### config.mk
export PLATFORM = sky130hd
export DESIGN_NAME = time_date_counter
export DESIGN_NICKNAME = d
export VERILOG_FILES = /design/src/rtl/time_date_counter.sv
export SDC_FILE = /design/constraint.sdc
export NUM_CORES = 1
export LEC_CHECK = 0
export CORE_MARGIN = 2
export CORE_UTILIZATION = 50
export DETAILED_ROUTE_END_ITERATION = 8
export GPL_TIMING_DRIVEN = 1
export PLACE_DENSITY = 0.81
export SYNTH_ARGS = -nofsm -noshare
export SYNTH_HDL_FRONTEND = slang
export SYNTH_SLANG_ARGS = --single-unit
### constraint.sdc
create_clock -name CLK -period 3.8 [get_ports CLK]
set_input_delay 0.38 -clock CLK [delete_from_list [all_inputs] [get_ports CLK]]
set_output_delay 0.38 -clock CLK [all_outputs]
set_load 0.1 [all_outputs]
### src/rtl/time_date_counter.sv
`default_nettype none
// ----------------------------------------------------------------------------
// time_date_counter: prescaled 1 s clock/calendar with sanitized load handshake and alarm ringer
// Rev 1.0
// ----------------------------------------------------------------------------
module time_date_counter #(
  parameter int TICK_DIV  = 1000000,
  parameter int RING_SECS = 30
) (
  input  logic        CLK,
  input  logic        RESET,
  input  logic [5:0]  MODE,
  input  logic        SETTING,
  input  logic        ALARM_SETTING,
  input  logic [16:0] OUT_TIME,
  input  logic [15:0] OUT_DATE,
  input  logic [16:0] OUT_ALARM_TIME,
  input  logic        ALARM_ENABLE,
  output logic [16:0] IN_TIME,
  output logic [15:0] IN_DATE,
  output logic [16:0] IN_ALARM_TIME,
  output logic        SETTING_OK,
  output logic        SEC_TICK,
  output logic        ALARM_RING
);

  localparam int c_pw = (TICK_DIV > 1) ? $clog2(TICK_DIV) : 1;
  localparam int c_rw = $clog2(RING_SECS + 1);
  localparam logic [c_pw-1:0] c_presc_max = c_pw'(TICK_DIV - 1);
  localparam logic [c_rw-1:0] c_ring_load = c_rw'(RING_SECS);

  localparam logic [1:0] c_st_idle = 2'd0;
  localparam logic [1:0] c_st_ack  = 2'd1;
  localparam logic [1:0] c_st_hold = 2'd2;

  logic [1:0]      r_state;
  logic [1:0]      w_state_nxt;
  logic [c_pw-1:0] r_presc;
  logic [c_rw-1:0] r_ring_cnt;
  logic [16:0]     r_time;
  logic [15:0]     r_date;
  logic [16:0]     r_alarm;
  logic            r_tick;
  logic            w_load_time;
  logic            w_load_alarm;
  logic            w_tick_due;
  logic [16:0]     w_time_inc;
  logic [15:0]     w_date_inc;
  logic [4:0]      w_dmax;
  logic            w_unused_mode;

  // Only the stop bit of the key-controller mode word matters here.
  assign w_unused_mode = ^MODE[5:1];

  function automatic logic [4:0] f_days_in_month(input logic [3:0] month, input logic [6:0] year);
    case (month)
      4'd2:                    f_days_in_month = (year[1:0] == 2'b00) ? 5'd29 : 5'd28;
      4'd4, 4'd6, 4'd9, 4'd11: f_days_in_month = 5'd30;
      default:                 f_days_in_month = 5'd31;
    endcase
  endfunction

  function automatic logic [16:0] f_san_time(input logic [16:0] t);
    logic [4:0] h;
    logic [5:0] m;
    logic [5:0] s;
    h = (t[16:12] > 5'd23) ? 5'd0 : t[16:12];
    m = (t[11:6] > 6'd59) ? 6'd0 : t[11:6];
    s = (t[5:0] > 6'd59) ? 6'd0 : t[5:0];
    return {h, m, s};
  endfunction

  // Day clamp uses the already-corrected month so Feb 30 lands on 28/29.
  function automatic logic [15:0] f_san_date(input logic [15:0] d);
    logic [3:0] mo;
    logic [4:0] dy;
    logic [4:0] mx;
    mo = ((d[8:5] == 4'd0) || (d[8:5] > 4'd12)) ? 4'd1 : d[8:5];
    mx = f_days_in_month(mo, d[15:9]);
    dy = d[4:0];
    if (dy == 5'd0)
      dy = 5'd1;
    else if (dy > mx)
      dy = mx;
    return {d[15:9], mo, dy};
  endfunction

  assign w_tick_due = ~MODE[0] & (r_presc == c_presc_max);

  always_comb begin
    w_time_inc = r_time;
    w_date_inc = r_date;
    w_dmax     = f_days_in_month(r_date[8:5], r_date[15:9]);
    if (r_time[5:0] != 6'd59) begin
      w_time_inc[5:0] = r_time[5:0] + 6'd1;
    end else begin
      w_time_inc[5:0] = 6'd0;
      if (r_time[11:6] != 6'd59) begin
        w_time_inc[11:6] = r_time[11:6] + 6'd1;
      end else begin
        w_time_inc[11:6] = 6'd0;
        if (r_time[16:12] != 5'd23) begin
          w_time_inc[16:12] = r_time[16:12] + 5'd1;
        end else begin
          w_time_inc[16:12] = 5'd0;
          if (r_date[4:0] < w_dmax) begin
            w_date_inc[4:0] = r_date[4:0] + 5'd1;
          end else begin
            w_date_inc[4:0] = 5'd1;
            if (r_date[8:5] < 4'd12) begin
              w_date_inc[8:5] = r_date[8:5] + 4'd1;
            end else begin
              w_date_inc[8:5]  = 4'd1;
              w_date_inc[15:9] = (r_date[15:9] == 7'd99) ? 7'd0 : r_date[15:9] + 7'd1;
            end
          end
        end
      end
    end
  end

  always_ff @(posedge CLK or posedge RESET) begin
    if (RESET)
      r_state <= c_st_idle;
    else
      r_state <= w_state_nxt;
  end

  always_comb begin
    w_state_nxt = r_state;
    case (r_state)
      c_st_idle: if (SETTING | ALARM_SETTING) w_state_nxt = c_st_ack;
      c_st_ack:  w_state_nxt = c_st_hold;
      c_st_hold: if (!SETTING && !ALARM_SETTING) w_state_nxt = c_st_idle;
      default:   w_state_nxt = c_st_idle;
    endcase
  end

  always_comb begin
    w_load_time  = 1'b0;
    w_load_alarm = 1'b0;
    SETTING_OK   = 1'b0;
    case (r_state)
      c_st_idle: begin
        w_load_time  = SETTING;
        w_load_alarm = ALARM_SETTING;
      end
      c_st_ack: SETTING_OK = 1'b1;
      default: ;
    endcase
  end

  // A time load restarts the second and swallows any tick due on the same edge.
  always_ff @(posedge CLK or posedge RESET) begin
    if (RESET) begin
      r_presc <= '0;
      r_tick  <= 1'b0;
      r_time  <= 17'd0;
      r_date  <= {7'd0, 4'd1, 5'd1};
      r_alarm <= 17'd0;
    end else begin
      if (w_load_time || MODE[0] || w_tick_due)
        r_presc <= '0;
      else
        r_presc <= r_presc + 1'b1;
      r_tick <= w_tick_due & ~w_load_time;
      if (w_load_time) begin
        r_time <= f_san_time(OUT_TIME);
        r_date <= f_san_date(OUT_DATE);
      end else if (w_tick_due) begin
        r_time <= w_time_inc;
        r_date <= w_date_inc;
      end
      if (w_load_alarm)
        r_alarm <= f_san_time(OUT_ALARM_TIME);
    end
  end

  // Match is evaluated on the freshly advanced time, one cycle after the tick.
  always_ff @(posedge CLK or posedge RESET) begin
    if (RESET)
      r_ring_cnt <= '0;
    else if (!ALARM_ENABLE)
      r_ring_cnt <= '0;
    else if (r_tick && (r_time == r_alarm))
      r_ring_cnt <= c_ring_load;
    else if (r_tick && (r_ring_cnt != '0))
      r_ring_cnt <= r_ring_cnt - 1'b1;
  end

  assign IN_TIME       = r_time;
  assign IN_DATE       = r_date;
  assign IN_ALARM_TIME = r_alarm;
  assign SEC_TICK      = r_tick;
  assign ALARM_RING    = (r_ring_cnt != '0);

endmodule
`default_nettype wire

[Word-level counts from Yosys, hierarchy flattened]
Index checks and enable logic that the tools add are counted.
Word-level totals
  bits in registers: 78
  bits in latches: 0
  memory bits (writable): 0
  ROM bits: 0
  output and inout bits: 53
  logic and storage cells: 124
  memories kept: 0
Cells by class
  $add $sub $neg: 8
  multiply operators: 0
  div/mod/pow operators: 0
  $lt $le $gt $ge: 10
  equal/unequal tests: 26
  shift operators: 0
  mux-type cells: 41
  bitwise logic cells: 5
  reduce and logical (&&, ||, !) cells: 23
Operator list (number)
  $mux 16: 5
  $mux 5: 11
  $mux 6: 6
  $mux 17: 2
  $gt 6x6->1 const B: 4
  $mux 11: 2
  $add 20x1->20 const B: 1
  $eq 20x20->1 const B: 1
  $mux 20: 1
  $eq 17x17->1: 1
  $eq 4x3->1 const B: 4
  $eq 4x4->1 const B: 4
  $mux 7: 2
  $ne 2x2->1 const B: 7
  $add 6x1->6 const B: 2
  $ne 6x6->1 const B: 2
  $add 5x1->5 const B: 2
  $gt 5x5->1 const B: 2
  $eq 4x2->1 const B: 2
  $mux 4: 2
  $pmux 2 s2: 2
  $reduce_or 4->1: 2
  $add 7x1->7 const B: 1
  $eq 7x7->1 const B: 1
  29 further kinds: 44

[Longest topological paths before layout]
Gate-level depths: netlist of the first run.
  depth after elaboration: 11
  depth in mapped cells: 9
  mapped depth without buffers: 9

[Worst setup path before layout of the first run]
OpenSTA, ideal clock, no wires.
  kind: register -> register
  start: register r_time[0] (netlist: IN_TIME[0])
  end: register r_date[12] (netlist: IN_DATE[12])
  setup time: 0.121 ns
  data arrival time: 2.999 ns
  required time: 3.679 ns
  path slack: 0.679 ns
  cell stages (with the launch flop): 8
  cell sequence: dfrtp_1 -> ha_1 -> nand3b_1 -> or4_1 -> clkbuf_2 -> or4_4 -> o31a_1 -> o22a_1
Between the ends
  longest elaborated chain between the ends: 3
RTL lines
  start, declared: RTL line 40  | logic [16:0] r_time;
  start signal, assigned: RTL line 168  | r_time <= f_san_time(OUT_TIME);
  start signal, assigned: RTL line 171  | r_time <= w_time_inc;
  $ne 6x6->1: RTL line 94  | if (r_time[5:0] != 6'd59) begin
  $ne 2x2->1 (no line)
  $reduce_and 6->1 (no line)
  end signal, assigned: RTL line 159  | r_date <= {7'd0, 4'd1, 5'd1};
  end signal, assigned: RTL line 169  | r_date <= f_san_date(OUT_DATE);
  end signal, assigned: RTL line 172  | r_date <= w_date_inc;
  end, declared: RTL line 41  | logic [15:0] r_date;
No other way between the ends.
A chain may end at the register's enable or synchronous reset.

[Worst setup path in the final report of the first run]
  start: register r_ring_cnt[0]
  end: output port ALARM_RING
Between the ends
  longest elaborated chain between the ends: 1
RTL lines
  start, declared: RTL line 39  | logic [c_rw-1:0] r_ring_cnt;
  start signal, assigned: RTL line 186  | r_ring_cnt <= c_ring_load;
  start signal, assigned: RTL line 188  | r_ring_cnt <= r_ring_cnt - 1'b1;
  $reduce_bool 5->1: RTL line 195  | assign ALARM_RING = (r_ring_cnt != '0);
  end, declared: RTL line 24  | output logic ALARM_RING
No other way between the ends.

==> metrics.md, run 1 <==
| Metric | Value |
|---|---|
| Crit share post-route | 79.1% |
| Total gr overflow | 0 |
| Io pins | about 110 |
| Via density | around 6 |
| Net Sw Power | 3.28 mW |
| First-pass GRT wire length | 20200 µm |
| FF-to-FF Start | r_presc[13] |
| VDD IR max | 0.665 mV |
| # port buffers | 108 |
| CTS tree | built |
| Wire per inst | 16.8 µm |
| Max_slew headroom | 33.7% |
| Distinct cell type count after synthesis | 64 |
| YS warnings | 0 |
| Register bit count reported by yosys | a little under 80 |
| Largest net degree at the start of global routing | 34 |
| Util after Layout | 66.4% |
| Post-Synth Simple-Gate Area | around 23% |
| Worst setup margin | 795 ps |
| Placed insts | 726 |
| Die Area | 10200 µm² |
| Worst-Skew Late Latency | about 350 ps |
| Core box area | 9200 µm² |
| Syn avg cell area | 9.10 µm² |
| Setup TNS | 0 ps |
| Area contributors post-synth | dfrtp_1 (40%), xnor2_1 (5.0%), ha_1 (4.2%) |
| # nets final | 703 |
| Post-route insts no fill | about 740 |
| Clock slew at reported path FFs | 80 ps |
| Root buffer cell | clkbuf_8 |
| Ys async rst share | 100% |
| Crit path from | r_ring_cnt[0] |
| Crit path arrival time | 2630 ps |
| Worst setup EP type | output pin |
| Placer's final routability congestion estimate | between 0.8 and 0.9 |
| Area delta synth->final | 29.5% |
| Number of flops mapped to enable cells by yosys | 0 |
| Number of DRC markers in iteration 0 | 184 |
| Main combinational cell family by area after synthesis | simple AND/OR/NAND/NOR gates |
| Power Internal | 2.38 mW |
| Final HPWL DP | 9270 µm |
| RSZ-0062 raised after global routing | no |
| Max FO, Critical Path | 3 |
| CTS Hold Buffers Added | 0 |
| Power share of the sequential group | 26.0% |
| Setup Skew | 6.34 ps |
| Cells resized by post-CTS repair | 0 |
| Final ANT Viol Nets | 0 |
| Combinational power share | 63.8% |
| CTS Buf Count | 9 |
| Synth Area in Compound Gates | 18.9% |
| Vias in the first global route | 4214 |
| # rows | 35 |
| Hold Vio Cnt, Final | 0 |
| CTS sink count | 78 |
| Post-Synthesis Cells | 518 |
| Post-synth top cells | dfrtp_1 (76), nor2_1 (51), nand2_1 (46) |
| WP data required | 3420 ps |
| Horiz. Die Dim | 101 µm |
| Post-Synth XOR/XNOR Area | 7.25% |
| Synth top area share | 40.3% |
| Place WS | 719 ps |
| H-tree depth | 3 |
| Area leader, netlist | dfrtp_1 |
| Vias post-DR | 4455 |
| Syn nets | a little under 600 |
| DRT Pass-1 Iters | 5 |
| Startpoint Class | register |
| Ant. Diodes | 0 |
| Die Ht | 101 µm |
| Initial antenna violation count | 0 |
| Drt drc | 0 |
| Prevailing post-synth register cell | dfrtp_1 |
| Status | finished, final reports clean |
| Clock Power Share | 10.2% |
| Initial Util | 51.3% |
| P_leak | 2.44 nW |
| Post-Syn Area | 4710 µm² |
| Final setup vio count | 0 |
| Synth Area in Adders | 4.25% |
| Setup CP Type | register to output pin |
| Worst Tran Pin Value | between 900 and 1000 ps |
| Post-CTS setup buffer count | 0 |
| Hold WC Path Type | input pin to async pin |
| Sw frac | roughly 58% |
| Max cap viols | 0 |
| Top-count cell post-synth | dfrtp_1 |
| Total track usage | 24.6% |
| Power Density | 927 nW/µm² |
| Ratio of cells with drive above 1 in the final layout | 7.77% |
| Mux share of post-synthesis cell area | 1.65% |
| Routed wire length | ~12000 µm |
| Peak Freq | 333 MHz |
| Final min period | approximately 3000 ps |
| CTS Buffer Depth | 2 |
| Fin. max-slew vios | 0 |
| Seq/Total Area, Yosys | between 40% and 50% |
[power groups by stage]
stage	logic, mW	registers (mW)	clock network, mW
floorplan	1.08	3.07	0
global placement	3.55	1.46	0
detailed placement	3.60	1.48	0
CTS	3.61	1.47	0.588
global route	3.80	1.51	0.625
finish	3.61	1.47	0.579
[worst max-delay path, stage by stage, from the launching register on]
cell             delay [ps]
dfrtp_1                 410
inv_1                    90
ha_1                    150
or4b_2                  630
clkdlybuf4s50_1        1000
[registers in the layout (all words and copies together), names as in the netlist]
| name | count |
|---|---|
| IN_DATE | 16 |
| r_state | 2 |
| SEC_TICK | 1 |
| r_ring_cnt | 5 |
| IN_TIME | 17 |
| r_presc | 20 |
| IN_ALARM_TIME | 17 |
[final timing paths]
| kind | endpoint | slack (ps) | cells after the start |
|---|---|---|---|
| max | ALARM_RING | 790 | 4 |
| min | IN_DATE[6] | 450 | 2 |
| max reg2reg | IN_DATE[10] | 930 | 5 |
| min reg2reg | r_presc[0] | 480 | 1 |
| max in group asynchronous | IN_ALARM_TIME[5] | 2650 | 3 |
| min in group CLK | r_presc[0] | 480 | 1 |
[cells by family after synthesis]
family          count (synthesis)
simple gates                  208
compound gates                129
flops                          78
buf+inv                        41
xor+xnor                       39
fa+ha+maj                      16
mux                             7
[metrics by stage]
stage | power [mW] | cell area [µm²] | hold slack [ps]
after floorplan | 4.16 | 4710 | 446
after global placement | 5.01 | 5920 | 461
after detailed placement | 5.08 | 5920 | 477
after CTS | 5.67 | 6110 | 467
after global routing | 5.93 | 6110 | 499
final | 5.66 | 6110 | 450
[cells in the final DEF (no fill, tap or decap), drive strengths merged, types with 8 or more instances in the layout]
cell type and count:
clkdlybuf4s50 108, dfrtp 76, nor2 51, nand2 46
o21ai 33, xnor2 27, nand3 22, inv 22
a22o 16, ha 16, a21oi 15, a31oi 14
xor2 12, clkbuf 11, and3 11, nor3 10
nor4 9, nand4 8, o31ai 8, buf 8
[area by class of cell]
type	instances	area (µm²)
clock buffer	11	151
clock inverter	5	33.8
fill	741	3090
inverter	22	82.6
multi-input combinational	399	2610
sequential	78	1950
tap	111	139
timing repair buffer	116	1140
[routing by layer]
layer | track usage, % | wire, µm | vias up | part of all wire (%)
li1 | - | - | 2127 | -
met3 | 5.41 | 639 | 23 | 5.1
met5 | 0 | 0 | - | 0
met2 | 40.0 | 6120 | 144 | 49
met1 | 33.0 | 5530 | 2161 | 44
met4 | 7.38 | 187 | 0 | 1.5
(Power assumes the default switching activity.)
==> run 2, diff against run 1 <==
Clock period 3.8 ns to 3 ns, I/O delays scaled along.
==> metrics.md, run 2 (synthesis gave the netlist of run 1 again) <==
| Metric | Value |
|---|---|
| Status | finished, final reports clean |
| M1 GR Usage | 34.0% |
| Max cap viols | 0 |
| Startpoint Class | register |
| # port buffers | 108 |
| Worst setup EP type | register |
| Worst setup margin | 306 ps |
| Worst-Skew Late Latency | 360 ps |
| CP cell instances | inv_1, ha_1, nor3b_1, ha_1, or3_1, o221ai_1, buf_4, o41ai_1, o22a_1 |
| GR Util met3 | 3.54% |
| Worst Tran Pin Value | 646 ps |
| Initial antenna violation count | 0 |
| Cell mode on critical path | ha_1 |
| Max incr delay on CP | 600 ps |
| Io pins | 114 |
| Routed wire length | 12600 µm |
| Final setup vio count | 0 |
| Total gr overflow | 0 |
| Final HPWL DP | 9240 µm |
| Worst reg2reg setup slack | 310 ps |
| Crit share post-route | 89.8% |
| Setup TNS | 0 ps |
| Horiz. Die Dim | between 100 and 150 µm |
| Commonest non-fill, non-tap cell in the layout | dfrtp_1 |
| CTS tree | built |
| Root buffer cell | clkbuf_8 |
| Vias post-DR | 4516 |
| Core box area | 9200 µm² |
| Busiest layer in global routing | met2 |
| Setup CP Type | register to register |
| H-tree depth | 3 |
| Number of DRC markers in iteration 0 | 243 |
| Place WS | about 140 ps |
| WP data required | 3250 ps |
| Reg area | 1960 µm² |
| CTS Buf Count | 9 |
| FF-to-FF Start | IN_DATE[5] |
| Wire per inst | 16.9 µm |
| Ratio of cells with drive above 1 in the final layout | 17.8% |
| Clock slew at reported path FFs | 90 ps |
| Total track usage | 25.4% |
| Commonest cells after routing, fill and taps aside | dfrtp_1 (69), buf_4 (65), clkdlybuf4s50_1 (55) |
| Final ANT Viol Nets | 0 |
| Worst Setup EP | IN_DATE[12] |
| Multi-input gate area | 2610 µm² |
| Layout fillers | 763 |
| Crit path arrival time | 2950 ps |
| Die Area | 10200 µm² |
| Vias in the first global route | 4351 |
| VDD IR max | 0.872 mV |
| CTS sink count | a little under 80 |
| Ant. Diodes | 0 |
| P_leak | 2.52 nW |
| Largest net degree at the start of global routing | 33 |
| Fin. max-slew vios | 0 |
| DRT Pass-1 Iters | 5 |
| First-pass GRT wire length | around 21000 µm |
| Crit path from | IN_DATE[5] |
| Max reg flops | 20 |
| Total chip power | 7.16 mW |
| Post-CTS setup buffer count | 0 |
| Drt drc | 0 |
| Met2 usage | between 40% and 50% |
| Power Density | 1180 nW/µm² |
| Final min period | 2690 ps |
| Initial Util | 51.3% |
| Final Hold Slack | 341 ps |
| Via density | 6.05 |
| Worst reg2reg path endpoint | IN_DATE[12] |
| Peak Freq | approximately 370 MHz |
| CTS Buffer Depth | 2 |
| Area delta synth->final | 28.2% |
| CP max-delay cell | dfstp_2 |
| Cells resized by post-CTS repair | 0 |
| Hold WC Path Type | input pin to async pin |
| Util after Layout | 65.7% |
| Max FO, Critical Path | 8 |
| Hold Vio Cnt, Final | 0 |
| Most flops, register | r_presc |
| RSZ-0062 raised after global routing | no |
| CTS Hold Buffers Added | 0 |
| # rows | 35 |
| Max_slew headroom | 56.9% |
| Worst r2r path cells | 9 |
| Die Ht | 101 µm |
| # nets final | a little over 700 |
| Placer's final routability congestion estimate | 0.936 |
| Setup Skew | between 10 and 15 ps |
[run 2: changes by cell type in the layout (fill, tap and decap cells not counted), sizes merged]
cell           previous run  this run
clkinv                    3         1
buf                       8        66
clkinvlp                  2         3
clkbuf                   11        10
inv                      22        23
clkdlybuf4s50           108        55
bufinv                    0         1
[run 2: report_power, final]
group / internal (mW) / switching (mW)
clock: 0.389 / 0.419
sequential: 1.39 / 0.492
combinational: 1.18 / 3.29
total: 2.96 / 4.20
[run 2: through the flow]
stage | instance area, µm² | instances
after global routing | 6050 | 747
after global placement | 5850 | 731
after CTS | 6050 | 747
after detailed placement | 5850 | 731
after floorplan | 4720 | 518
final | 6050 | 747
[run 2: how the worst min path moves through the flow]
stage | start | to | cells after the start
6_report | RESET | IN_DATE[8] | 2
5_1_grt | RESET | IN_DATE[8] | 2
4_1_cts | RESET | IN_DATE[8] | 2
3_5_place_dp | r_presc[0] | r_presc[0] | 1
3_3_place_gp | r_presc[0] | r_presc[0] | 1
2_1_floorplan | OUT_DATE[2] | IN_DATE[2] | 2
[run 2: area by class of cell]
class	instances	area share, %
Clock buffer	10	2.11
Clock inverter	6	1.16
Sequential cell	78	32.5
Timing Repair Buffer	121	17.5
Inverter	22	1.37
Multi-Input combinational cell	399	43.1
Tap cell	111	2.30
[run 2: critical path, delay by kind of cell, from the launching register on]
family	cells	cell delay, ps
DFF	1	600
adders and majority gates	2	490
buffers and inverters	2	330
and+or+nand+nor	2	540
AOI/OAI and AO/OA	3	620
[run 2: per-layer routing]
layer  share of wire (%)  vias up  wire (µm)
li1                    -     2141          -
met1                  44     2193       5490
met2                  49      161       6180
met3                 5.8       21        727
met4                 1.7        0        219
met5                   0        -          0
